<file path="src/rtl/prog_loader_if.sv">
// Port bundle between the program loader, its word source and the processor it feeds.
// The loader itself connects through the slave modport; the driving side uses master.
interface prog_loader_if #(
    parameter int ADDR_W = 10,
    parameter int DATA_W = 32
);
    logic              start;
    logic [ADDR_W:0]   len;
    logic              in_valid;
    logic [DATA_W-1:0] in_data;
    logic              in_ready;
    logic              abort;
    logic              cpu_halted;
    logic              mem_we;
    logic [ADDR_W-1:0] mem_addr;
    logic [DATA_W-1:0] mem_wdata;
    logic              cpu_run;
    logic              done;
    logic              err;
    logic [DATA_W-1:0] checksum;

    modport slave (
        input  start, len, in_valid, in_data, abort, cpu_halted,
        output in_ready, mem_we, mem_addr, mem_wdata, cpu_run, done, err, checksum
    );

    modport master (
        output start, len, in_valid, in_data, abort, cpu_halted,
        input  in_ready, mem_we, mem_addr, mem_wdata, cpu_run, done, err, checksum
    );
endinterface

</file>
<file path="src/rtl/prog_loader.sv">
// Streams a program image into the processor's memory, then releases the processor
// until it halts. Writes are registered one cycle behind acceptance.
module prog_loader #(
    parameter int ADDR_W = 10,
    parameter int DATA_W = 32
) (
    input logic          clk1,
    input logic          rst,
    prog_loader_if.slave bus
);
    typedef enum logic [1:0] {
        ST_IDLE  = 2'd0,
        ST_LOAD  = 2'd1,
        ST_FLUSH = 2'd2,
        ST_RUN   = 2'd3
    } state_t;

    localparam logic [ADDR_W:0] LEN_MAX = {1'b1, {ADDR_W{1'b0}}};
    localparam logic [ADDR_W:0] LEN_ONE = {{ADDR_W{1'b0}}, 1'b1};

    state_t            r_state, w_state_next;
    logic [ADDR_W-1:0] r_cnt, w_cnt_next;
    logic [ADDR_W:0]   r_len, w_len_next;
    logic [DATA_W-1:0] r_checksum, w_checksum_next;
    logic              r_mem_we, w_mem_we_next;
    logic [ADDR_W-1:0] r_mem_addr, w_mem_addr_next;
    logic [DATA_W-1:0] r_mem_wdata, w_mem_wdata_next;
    logic              r_done, w_done_next;
    logic              r_err, w_err_next;

    logic w_len_ok;
    logic w_accept;
    logic w_last;

    assign w_len_ok = (bus.len != '0) && (bus.len <= LEN_MAX);
    assign w_accept = (r_state == ST_LOAD) && bus.in_valid;
    // Compare one bit wider than the counter so a full-memory load ends on its wrap.
    assign w_last   = (({1'b0, r_cnt} + LEN_ONE) == r_len);

    always_ff @(posedge clk1 or posedge rst) begin
        if (rst) begin
            r_state     <= ST_IDLE;
            r_cnt       <= '0;
            r_len       <= '0;
            r_checksum  <= '0;
            r_mem_we    <= 1'b0;
            r_mem_addr  <= '0;
            r_mem_wdata <= '0;
            r_done      <= 1'b0;
            r_err       <= 1'b0;
        end else begin
            r_state     <= w_state_next;
            r_cnt       <= w_cnt_next;
            r_len       <= w_len_next;
            r_checksum  <= w_checksum_next;
            r_mem_we    <= w_mem_we_next;
            r_mem_addr  <= w_mem_addr_next;
            r_mem_wdata <= w_mem_wdata_next;
            r_done      <= w_done_next;
            r_err       <= w_err_next;
        end
    end

    always_comb begin
        w_state_next     = r_state;
        w_cnt_next       = r_cnt;
        w_len_next       = r_len;
        w_checksum_next  = r_checksum;
        w_mem_we_next    = 1'b0;
        w_mem_addr_next  = r_mem_addr;
        w_mem_wdata_next = r_mem_wdata;
        w_done_next      = 1'b0;
        w_err_next       = 1'b0;

        case (r_state)
            ST_IDLE: begin
                if (bus.start) begin
                    if (w_len_ok) begin
                        w_state_next    = ST_LOAD;
                        w_cnt_next      = '0;
                        w_checksum_next = '0;
                        w_len_next      = bus.len;
                    end else begin
                        w_err_next = 1'b1;
                    end
                end
            end
            ST_LOAD: begin
                // Abort wins over a word offered in the same cycle: nothing is written.
                if (bus.abort) begin
                    w_state_next = ST_IDLE;
                    w_err_next   = 1'b1;
                end else if (w_accept) begin
                    w_mem_we_next    = 1'b1;
                    w_mem_addr_next  = r_cnt;
                    w_mem_wdata_next = bus.in_data;
                    w_cnt_next       = r_cnt + 1'b1;
                    w_checksum_next  = r_checksum + bus.in_data;
                    if (w_last) begin
                        w_state_next = ST_FLUSH;
                    end
                end
            end
            ST_FLUSH: begin
                w_state_next = ST_RUN;
            end
            ST_RUN: begin
                if (bus.cpu_halted) begin
                    w_state_next = ST_IDLE;
                    w_done_next  = 1'b1;
                end
            end
            default: begin
                w_state_next = ST_IDLE;
            end
        endcase
    end

    assign bus.in_ready  = (r_state == ST_LOAD);
    assign bus.cpu_run   = (r_state == ST_RUN);
    assign bus.mem_we    = r_mem_we;
    assign bus.mem_addr  = r_mem_addr;
    assign bus.mem_wdata = r_mem_wdata;
    assign bus.done      = r_done;
    assign bus.err       = r_err;
    assign bus.checksum  = r_checksum;
endmodule
</file>
<file path="src/flat_wrapper.sv">
// flat-port wrapper written by rule: the top's interface ports become plain ports
module prog_loader_flat 
#(
    parameter int ADDR_W = 10,
    parameter int DATA_W = 32
)
  (clk1, rst, bus_start, bus_len, bus_in_valid, bus_in_data, bus_abort, bus_cpu_halted, bus_in_ready, bus_mem_we, bus_mem_addr, bus_mem_wdata, bus_cpu_run, bus_done, bus_err, bus_checksum);
  prog_loader_if #(.ADDR_W(ADDR_W), .DATA_W(DATA_W)) bus_i ();
  input logic clk1;
  input logic rst;
  input wire logic [$bits(bus_i.start)-1:0] bus_start;
  input wire logic [$bits(bus_i.len)-1:0] bus_len;
  input wire logic [$bits(bus_i.in_valid)-1:0] bus_in_valid;
  input wire logic [$bits(bus_i.in_data)-1:0] bus_in_data;
  input wire logic [$bits(bus_i.abort)-1:0] bus_abort;
  input wire logic [$bits(bus_i.cpu_halted)-1:0] bus_cpu_halted;
  output wire logic [$bits(bus_i.in_ready)-1:0] bus_in_ready;
  output wire logic [$bits(bus_i.mem_we)-1:0] bus_mem_we;
  output wire logic [$bits(bus_i.mem_addr)-1:0] bus_mem_addr;
  output wire logic [$bits(bus_i.mem_wdata)-1:0] bus_mem_wdata;
  output wire logic [$bits(bus_i.cpu_run)-1:0] bus_cpu_run;
  output wire logic [$bits(bus_i.done)-1:0] bus_done;
  output wire logic [$bits(bus_i.err)-1:0] bus_err;
  output wire logic [$bits(bus_i.checksum)-1:0] bus_checksum;
  assign bus_i.start = bus_start;
  assign bus_i.len = bus_len;
  assign bus_i.in_valid = bus_in_valid;
  assign bus_i.in_data = bus_in_data;
  assign bus_i.abort = bus_abort;
  assign bus_i.cpu_halted = bus_cpu_halted;
  assign bus_in_ready = bus_i.in_ready;
  assign bus_mem_we = bus_i.mem_we;
  assign bus_mem_addr = bus_i.mem_addr;
  assign bus_mem_wdata = bus_i.mem_wdata;
  assign bus_cpu_run = bus_i.cpu_run;
  assign bus_done = bus_i.done;
  assign bus_err = bus_i.err;
  assign bus_checksum = bus_i.checksum;
  prog_loader #(.ADDR_W(ADDR_W), .DATA_W(DATA_W)) u_core (.clk1(clk1), .rst(rst), .bus(bus_i));
endmodule
</file>
<file path="config.mk">
export PLATFORM = sky130hd
export DESIGN_NAME = prog_loader_flat
export DESIGN_NICKNAME = d
export VERILOG_FILES = /design/src/rtl/prog_loader_if.sv /design/src/rtl/prog_loader.sv /design/src/flat_wrapper.sv
export SDC_FILE = /design/constraint.sdc
export NUM_CORES = 1
export LEC_CHECK = 0
export BUFFER_PORTS_ARGS = -buffer_cell sky130_fd_sc_hd__buf_2
export CORE_MARGIN = 2
export CORE_UTILIZATION = 48
export DETAILED_ROUTE_END_ITERATION = 10
export MAX_ROUTING_LAYER = met4
export PLACE_DENSITY = 0.72
export SYNTH_ARGS = -nofsm -noshare
export SYNTH_HDL_FRONTEND = slang
export SYNTH_SLANG_ARGS = --single-unit
</file>
<file path="constraint.sdc">
create_clock -name clk1 -period 3.54 [get_ports clk1]
set_input_delay 0.177 -clock clk1 [delete_from_list [all_inputs] [get_ports clk1]]
set_output_delay 0.177 -clock clk1 [all_outputs]
set_load 0.02 [all_outputs]
</file>
==> results of run 1 <==
## routing by layer
layer | GRT usage | up-vias
met3 | 0.0323 | 24
met4 | 0.0878 | 0
met5 | - | -
li1 | - | 2653
met2 | 0.386 | 161
met1 | 0.317 | 2492
## how the worst max path moves through the flow
stage               depth (start not counted)                             endpoint                                from
floorplan                                  11  u_core.bus.checksum[30]$_DFFE_PP0P_  u_core.bus.checksum[0]$_DFFE_PP0P_
global placement                           11  u_core.bus.checksum[26]$_DFFE_PP0P_  u_core.bus.checksum[0]$_DFFE_PP0P_
detailed placement                         11  u_core.bus.checksum[26]$_DFFE_PP0P_  u_core.bus.checksum[0]$_DFFE_PP0P_
CTS                                        11  u_core.bus.checksum[26]$_DFFE_PP0P_  u_core.bus.checksum[0]$_DFFE_PP0P_
global route                               11  u_core.bus.checksum[26]$_DFFE_PP0P_  u_core.bus.checksum[0]$_DFFE_PP0P_
finish                                     11  u_core.bus.checksum[26]$_DFFE_PP0P_  u_core.bus.checksum[0]$_DFFE_PP0P_
## kinds of logic after synthesis
kind of cell               after synthesis  share of synthesized area
AOI/OAI and AO/OA                      161                      0.176
xor gates and xnor gates                37                     0.0551
adders and majority gates               33                     0.0715
buffers and inverters                   46                     0.0300
DFF                                    100                      0.426
muxes                                    5                    0.00873
and+or+nand+nor                        315                      0.233
## power breakdown
group,switching [mW],total [mW],internal (mW)
clock network,0.450,1.07,0.617
registers,0.218,1.67,1.45
logic,1.41,2.26,0.847
## flip-flops by register name, indices dropped and copies added (netlist names), named ones only
signal / cells
u_core.r_state: 1
u_core.r_len: 11
u_core.bus.done: 1
u_core.r_cnt: 10
u_core.bus.mem_wdata: 32
u_core.bus.mem_addr: 10
u_core.bus.err: 1
u_core.bus.checksum: 32
u_core.bus.mem_we: 1
## per-stage QoR
step	hold slack (ns)	instance area [um^2]	utilization	worst slack (ns)
2_1_floorplan	0.272	5880	-	0.685
3_3_place_gp	0.383	6660	0.557	0.479
3_5_place_dp	0.386	6660	0.557	0.358
4_1_cts	0.0162	6970	0.583	0.333
5_1_grt	0.0401	6970	0.583	0.0413
6_report	-0.00602	6970	0.583	0.340
## what timing repair did
item                                    CTS  global route
endpoints found under the setup margin    0             1
gates resized for setup                   0             1
hold buffers                              0             0
## cell usage in the layout (no fill, tap or decap), types with 4 or more instances in the layout
cell type / netlist / layout
clkbuf_16: 0 / 9
o21ai_0: 55 / 55
nand3_1: 32 / 31
nor2_1: 32 / 32
nand4_1: 5 / 5
nor3_1: 4 / 4
o211ai_1: 8 / 8
and2_1: 8 / 8
dfrtp_1: 100 / 100
nand2_1: 197 / 197
buf_4: 0 / 7
a211o_1: 6 / 6
inv_1: 18 / 16
o21a_1: 8 / 8
and3_1: 10 / 10
a31oi_1: 4 / 4
o31ai_1: 5 / 5
xnor2_1: 16 / 16
nand2b_1: 6 / 6
a211oi_1: 5 / 5
a21oi_1: 35 / 35
nor4_1: 5 / 5
a21o_1: 11 / 11
ha_1: 32 / 32
xor2_1: 21 / 21
buf_2: 2 / 127
mux2i_1: 4 / 4
nor2b_1: 4 / 4
## critical path: cells and delay by family, from the launching register on
| family | cells | cell delay, ns |
|---|---|---|
| adders and majority gates | 2 | 0.60 |
| DFF | 1 | 0.37 |
| buffers and inverters | 1 | 0.07 |
| AOI/OAI and AO/OA | 6 | 1.55 |
| muxes | 1 | 0.26 |
| and+or+nand+nor | 1 | 0.19 |
## layout make-up
class	count	area share
Clock buffer	9	0.0323
Clock inverter	6	0.0127
Inverter	18	0.0100
Multi-Input combinational cell	551	0.461
Sequential cell	100	0.359
Tap cell	147	0.0264
Timing Repair Buffer	134	0.0987
==> impl_metrics.toml, run 1 <==
[routing]
met3WireLength_um = 781
drt-total-wl_um = 14800
wl_per_cell_um = 15.4
detail-route-antenna-nets = 0
highest_layer = "met4"
avgViaCountPerCell = 5.52
wl_met1_um = 6660
drtPass1Iterations = 4
via_count = 5330
wl_met2_um = 7030
drc = 0
drt_iter0_drc = 312

[setup_path]
startpoint_type = "register"
worstSetupPathType = "register to register"
critPathMaxFanout = 4
critPathSlowestCell = "a2111oi_1"
crit_chain = "ha_1 -> inv_1 -> fa_1 -> nand2b_1 -> a21oi_1 -> o21ai_1 -> a21oi_1 -> o211ai_1 -> a2111oi_1 -> mux2i_1 -> o311ai_1"
reg2reg_to = "u_core.bus.checksum[26]$_DFFE_PP0P_"
crit_path_max_incr_delay_ns = 0.56
reg2reg_slack_ns = 0.34
crit_path_end_kind = "register"
cp.required_ns = 3.74
cpMostUsedCell = "a21oi_1"
r2r-start = "u_core.bus.checksum[0]$_DFFE_PP0P_"
reg2reg_depth = 11
cp.arrival_ns = 3.40

[placement]
portBuffers = 127
finalWeightedCongestion = 0.947
hpwl_um = 10500
dp_cells = 950

[die]
chipHeight_um = 115
core_um2 = 12000
io_pins = 128
fp.dieArea_um2 = 13200
num_rows = 40
start_util = 0.492
die_w_um = 115

[global_routing]
antenna_found_initial = 0
grt_max_degree = 106
grt_overflow_total = 0
grt_use_total = 0.242
grt_pass1_wl_um = 24700
grt_pass1_vias = 5109

[final_layout]
drive_gt1_frac = 0.198
antenna_cells = 0
regArea_um2 = 2500
fillerInstances = 1089
syn_to_final_growth_pct = 18.6
multi_input_area_um2 = 3210
fin_nets = 896
stdcell_count = 965

[yosys]
synthFlopType = "dfrtp_1"
yosysWarnings = 0
synth_nets = 779
ys_ff_latch = 100
synth_common_cells = "nand2_1 (197), dfrtp_1 (100), o21ai_0 (55), a21oi_1 (35)"
synthArstFlopShare = 1.00
yosys.area.top_type_share = 0.426
synth_most_common_cell = "nand2_1"
synth_largest_area_cell = "dfrtp_1"
ys_seq_area_frac = 0.426
syn_area_per_cell_um2 = 8.44
ys_types = 56
synth_edf_count = 0
netlist_top_cells_area = "dfrtp_1 (43%), nand2_1 (13%), ha_1 (6.8%)"
syn_area_um2 = 5880
syn_inst = 697

[outcome]
violations = "hold timing"
status = "complete, but fails checks"

[pwr]
power.density_nw_per_um2 = 716
ir_worst_vdd_uv = 305
power.total_mw = 4.99
leakage_nw = 3.71

[sta]
rsz0062_at_grt = "false"
finalSetupTns_ns = 0
finalSetupViolCount = 0
max_slew_margin = 0.216
worst_pin_slew_ns = 1.17
drv_slew = 0
finClkSkew_ns = 0.00663
fin_crit_ns = 3.20
period_share = 0.904
finalHoldViolCount = 2
hold-worst-slack_ns = -0.00602
max_freq_mhz = 313

[clock_tree]
cts_buffer_depth = 2
clock_latency_ns = 0.36
postCtsSetupBuffers = 0
cts_root_buffer = "clkbuf_16"
cts_made_buffers = 9
htreeDepth = 3
clk_pin_slew_worst_paths_ns = 0.07
clock_sinks = 100
cts_tree = "done"

[job]
drv_cap = 0

[min_path]
hold_path_class = "input pin to async pin"
Note: power is estimated with default switching activity, not from simulation.
==> run 2: changes to the inputs <==
- CTS_CLUSTER_SIZE: unset -> 8
- PLACE_DENSITY: 0.72 -> 0.75
- clock period: 3.54 -> 2.92 ns (I/O delays scaled with it)
==> run 2 against run 1 <==
Net effect: the run ends with setup timing left; maximum frequency grew 8.7%; critical path type unchanged; setup slack worse by 0.36 ns; die area unchanged; routed wire length grew 4.1%; cell area grew 4.5%; sequential cell count is the same; register-to-register slack worse by 0.36 ns; critical endpoint is now u_core.bus.checksum[31]$_DFFE_PP0P_.
==> impl_metrics.toml, run 2 (synthesized netlist as in run 1, its figures left out) <==
[routing]
via_count = 5469
avgViaCountPerCell = 5.54
drc = 0
detail-route-antenna-nets = 0
drt-total-wl_um = 15400
drtPass1Iterations = 7
wl_per_cell_um = 15.6
drt_iter0_drc = 306

[clock_tree]
cts_root_buffer = "clkbuf_16"
cts_made_buffers = 9
clk_pin_slew_worst_paths_ns = 0.07
clock_latency_ns = 0.35
cts_buffer_depth = 2
htreeDepth = 3
cts_tree = "done"
clock_sinks = 100

[die]
die_w_um = 115
chipHeight_um = 115
start_util = 0.492
io_pins = 128
num_rows = 40
fp.dieArea_um2 = 13200
core_um2 = 12000

[global_routing]
grt_overflow_total = 0
grt_use_total = 0.244
grt_pass1_vias = 5295
grt_pass1_wl_um = 25200
grt_max_degree = 106
antenna_found_initial = 0

[outcome]
status = "complete, but fails checks"
violations = "setup timing"

[pwr]
p_int_mw = 3.66
p_sw_mw = 2.64
ir_worst_vdd_uv = 414
p_clk_frac = 0.212
combinationalPowerShare = 0.466
power.density_nw_per_um2 = 864
leakage_nw = 3.84
swShare = 0.419
power_frac_seq = 0.321

[sta]
drv_slew = 0
rsz0062_at_grt = "true"
finalHoldViolCount = 0
max_slew_margin = 0.279
worst_pin_slew_ns = 1.08
hold-worst-slack_ns = 0.00804
finClkSkew_ns = 0.0101
fin_crit_ns = 2.94
max_freq_mhz = 340
period_share = 1.01
fin_ws_ns = -0.0238
finalSetupViolCount = 1

[final_layout]
fillerInstances = 1039
drive_gt1_frac = 0.229
final_common_cell = "nand2_1"
syn_to_final_growth_pct = 23.9
antenna_cells = 0
fin_nets = 918
mostFrequentLayoutCells = "nand2_1 (197), buf_2 (127), dfrtp_1 (100), o21ai_0 (55), a21oi_1 (33)"
fin_area_um2 = 7290

[placement]
finalWeightedCongestion = 0.951
post-place-ws_ns = -0.160
placed_area_um2 = 6760
portBuffers = 127
hpwl_um = 10600

[setup_path]
critPathMaxFanout = 3
startpoint_type = "register"
startpoint = "u_core.bus.checksum[0]$_DFFE_PP0P_"
cp.arrival_ns = 3.19
worstSetupPathType = "register to register"
crit_end = "u_core.bus.checksum[31]$_DFFE_PP0P_"
crit_path_end_kind = "register"
reg2reg_to = "u_core.bus.checksum[31]$_DFFE_PP0P_"
cp.required_ns = 3.16
reg2reg_slack_ns = -0.02
reg2reg_depth = 10
r2r-start = "u_core.bus.checksum[0]$_DFFE_PP0P_"

[job]
drv_cap = 0

[min_path]
hold_path_class = "input pin to register"
[run 2: worst min path at each step]
stage                    from                                   to  slack, ns  depth (start not counted)
2_1_floorplan       bus_abort                             register       0.24                          1
3_3_place_gp              rst  u_core.bus.mem_wdata[4]$_DFFE_PP0P_       0.25                          2
3_5_place_dp              rst  u_core.bus.mem_wdata[4]$_DFFE_PP0P_       0.26                          2
4_1_cts            bus_len[5]          u_core.r_len[5]$_DFFE_PP0P_     0.0007                          3
5_1_grt        bus_in_data[6]  u_core.bus.mem_wdata[6]$_DFFE_PP0P_      0.009                          3
6_report           bus_len[0]          u_core.r_len[0]$_DFFE_PP0P_      0.008                          3
[run 2: critical path, cell delays in order (launching register included)]
cell,delay [ns]
dfrtp_1,0.39
ha_2,0.19
buf_6,0.11
a211o_1,0.34
a2111oi_4,0.48
nor4_2,0.08
or2_4,0.26
a211o_1,0.34
a221oi_2,0.27
xor2_1,0.10
o32ai_1,0.28
[run 2: cell type report]
class | instances | area (um^2) | share of cell area
Clock buffer | 9 | 225 | 0.0309
Clock inverter | 7 | 105 | 0.0144
Inverter | 18 | 70.1 | 0.00962
Multi-Input combinational cell | 551 | 3300 | 0.453
Sequential cell | 100 | 2500 | 0.343
Tap cell | 147 | 184 | 0.0252
Timing Repair Buffer | 156 | 897 | 0.123
[run 2: power by group through the flow]
stage | combinational, mW | sequential (mW) | clock, mW
global placement | 2.71 | 2.02 | 0
global route | 3.24 | 2.07 | 1.42
CTS | 2.83 | 2.02 | 1.36
finish | 2.94 | 2.02 | 1.34
floorplan | 1.54 | 2.42 | 0
detailed placement | 2.78 | 2.05 | 0
[run 2: layer usage]
metal / vias to the layer above / track usage / share of wire
met5: - / - / 0
met2: 195 / 0.396 / 0.49
met1: 2567 / 0.316 / 0.44
li1: 2688 / - / -
met3: 19 / 0.0397 / 0.052
met4: 0 / 0.0740 / 0.015
[run 2: stage by stage]
stage | TNS, ns | utilization | std cells | total power [mW]
global placement | -0.0803 | 0.565 | 960 | 4.74
CTS | 0 | 0.599 | 981 | 6.21
floorplan | 0 | - | 697 | 3.97
detailed placement | -0.300 | 0.565 | 960 | 4.83
finish | -0.0238 | 0.609 | 988 | 6.30
global route | -0.279 | 0.609 | 988 | 6.73
[run 2: timing repair]
action,in CTS,in global routing
pin swaps,3,18
setup buffers,0,6
endpoints found under the setup margin,3,6
resized for setup,7,11
hold endpoints to repair,50,1
hold buffers,5,1
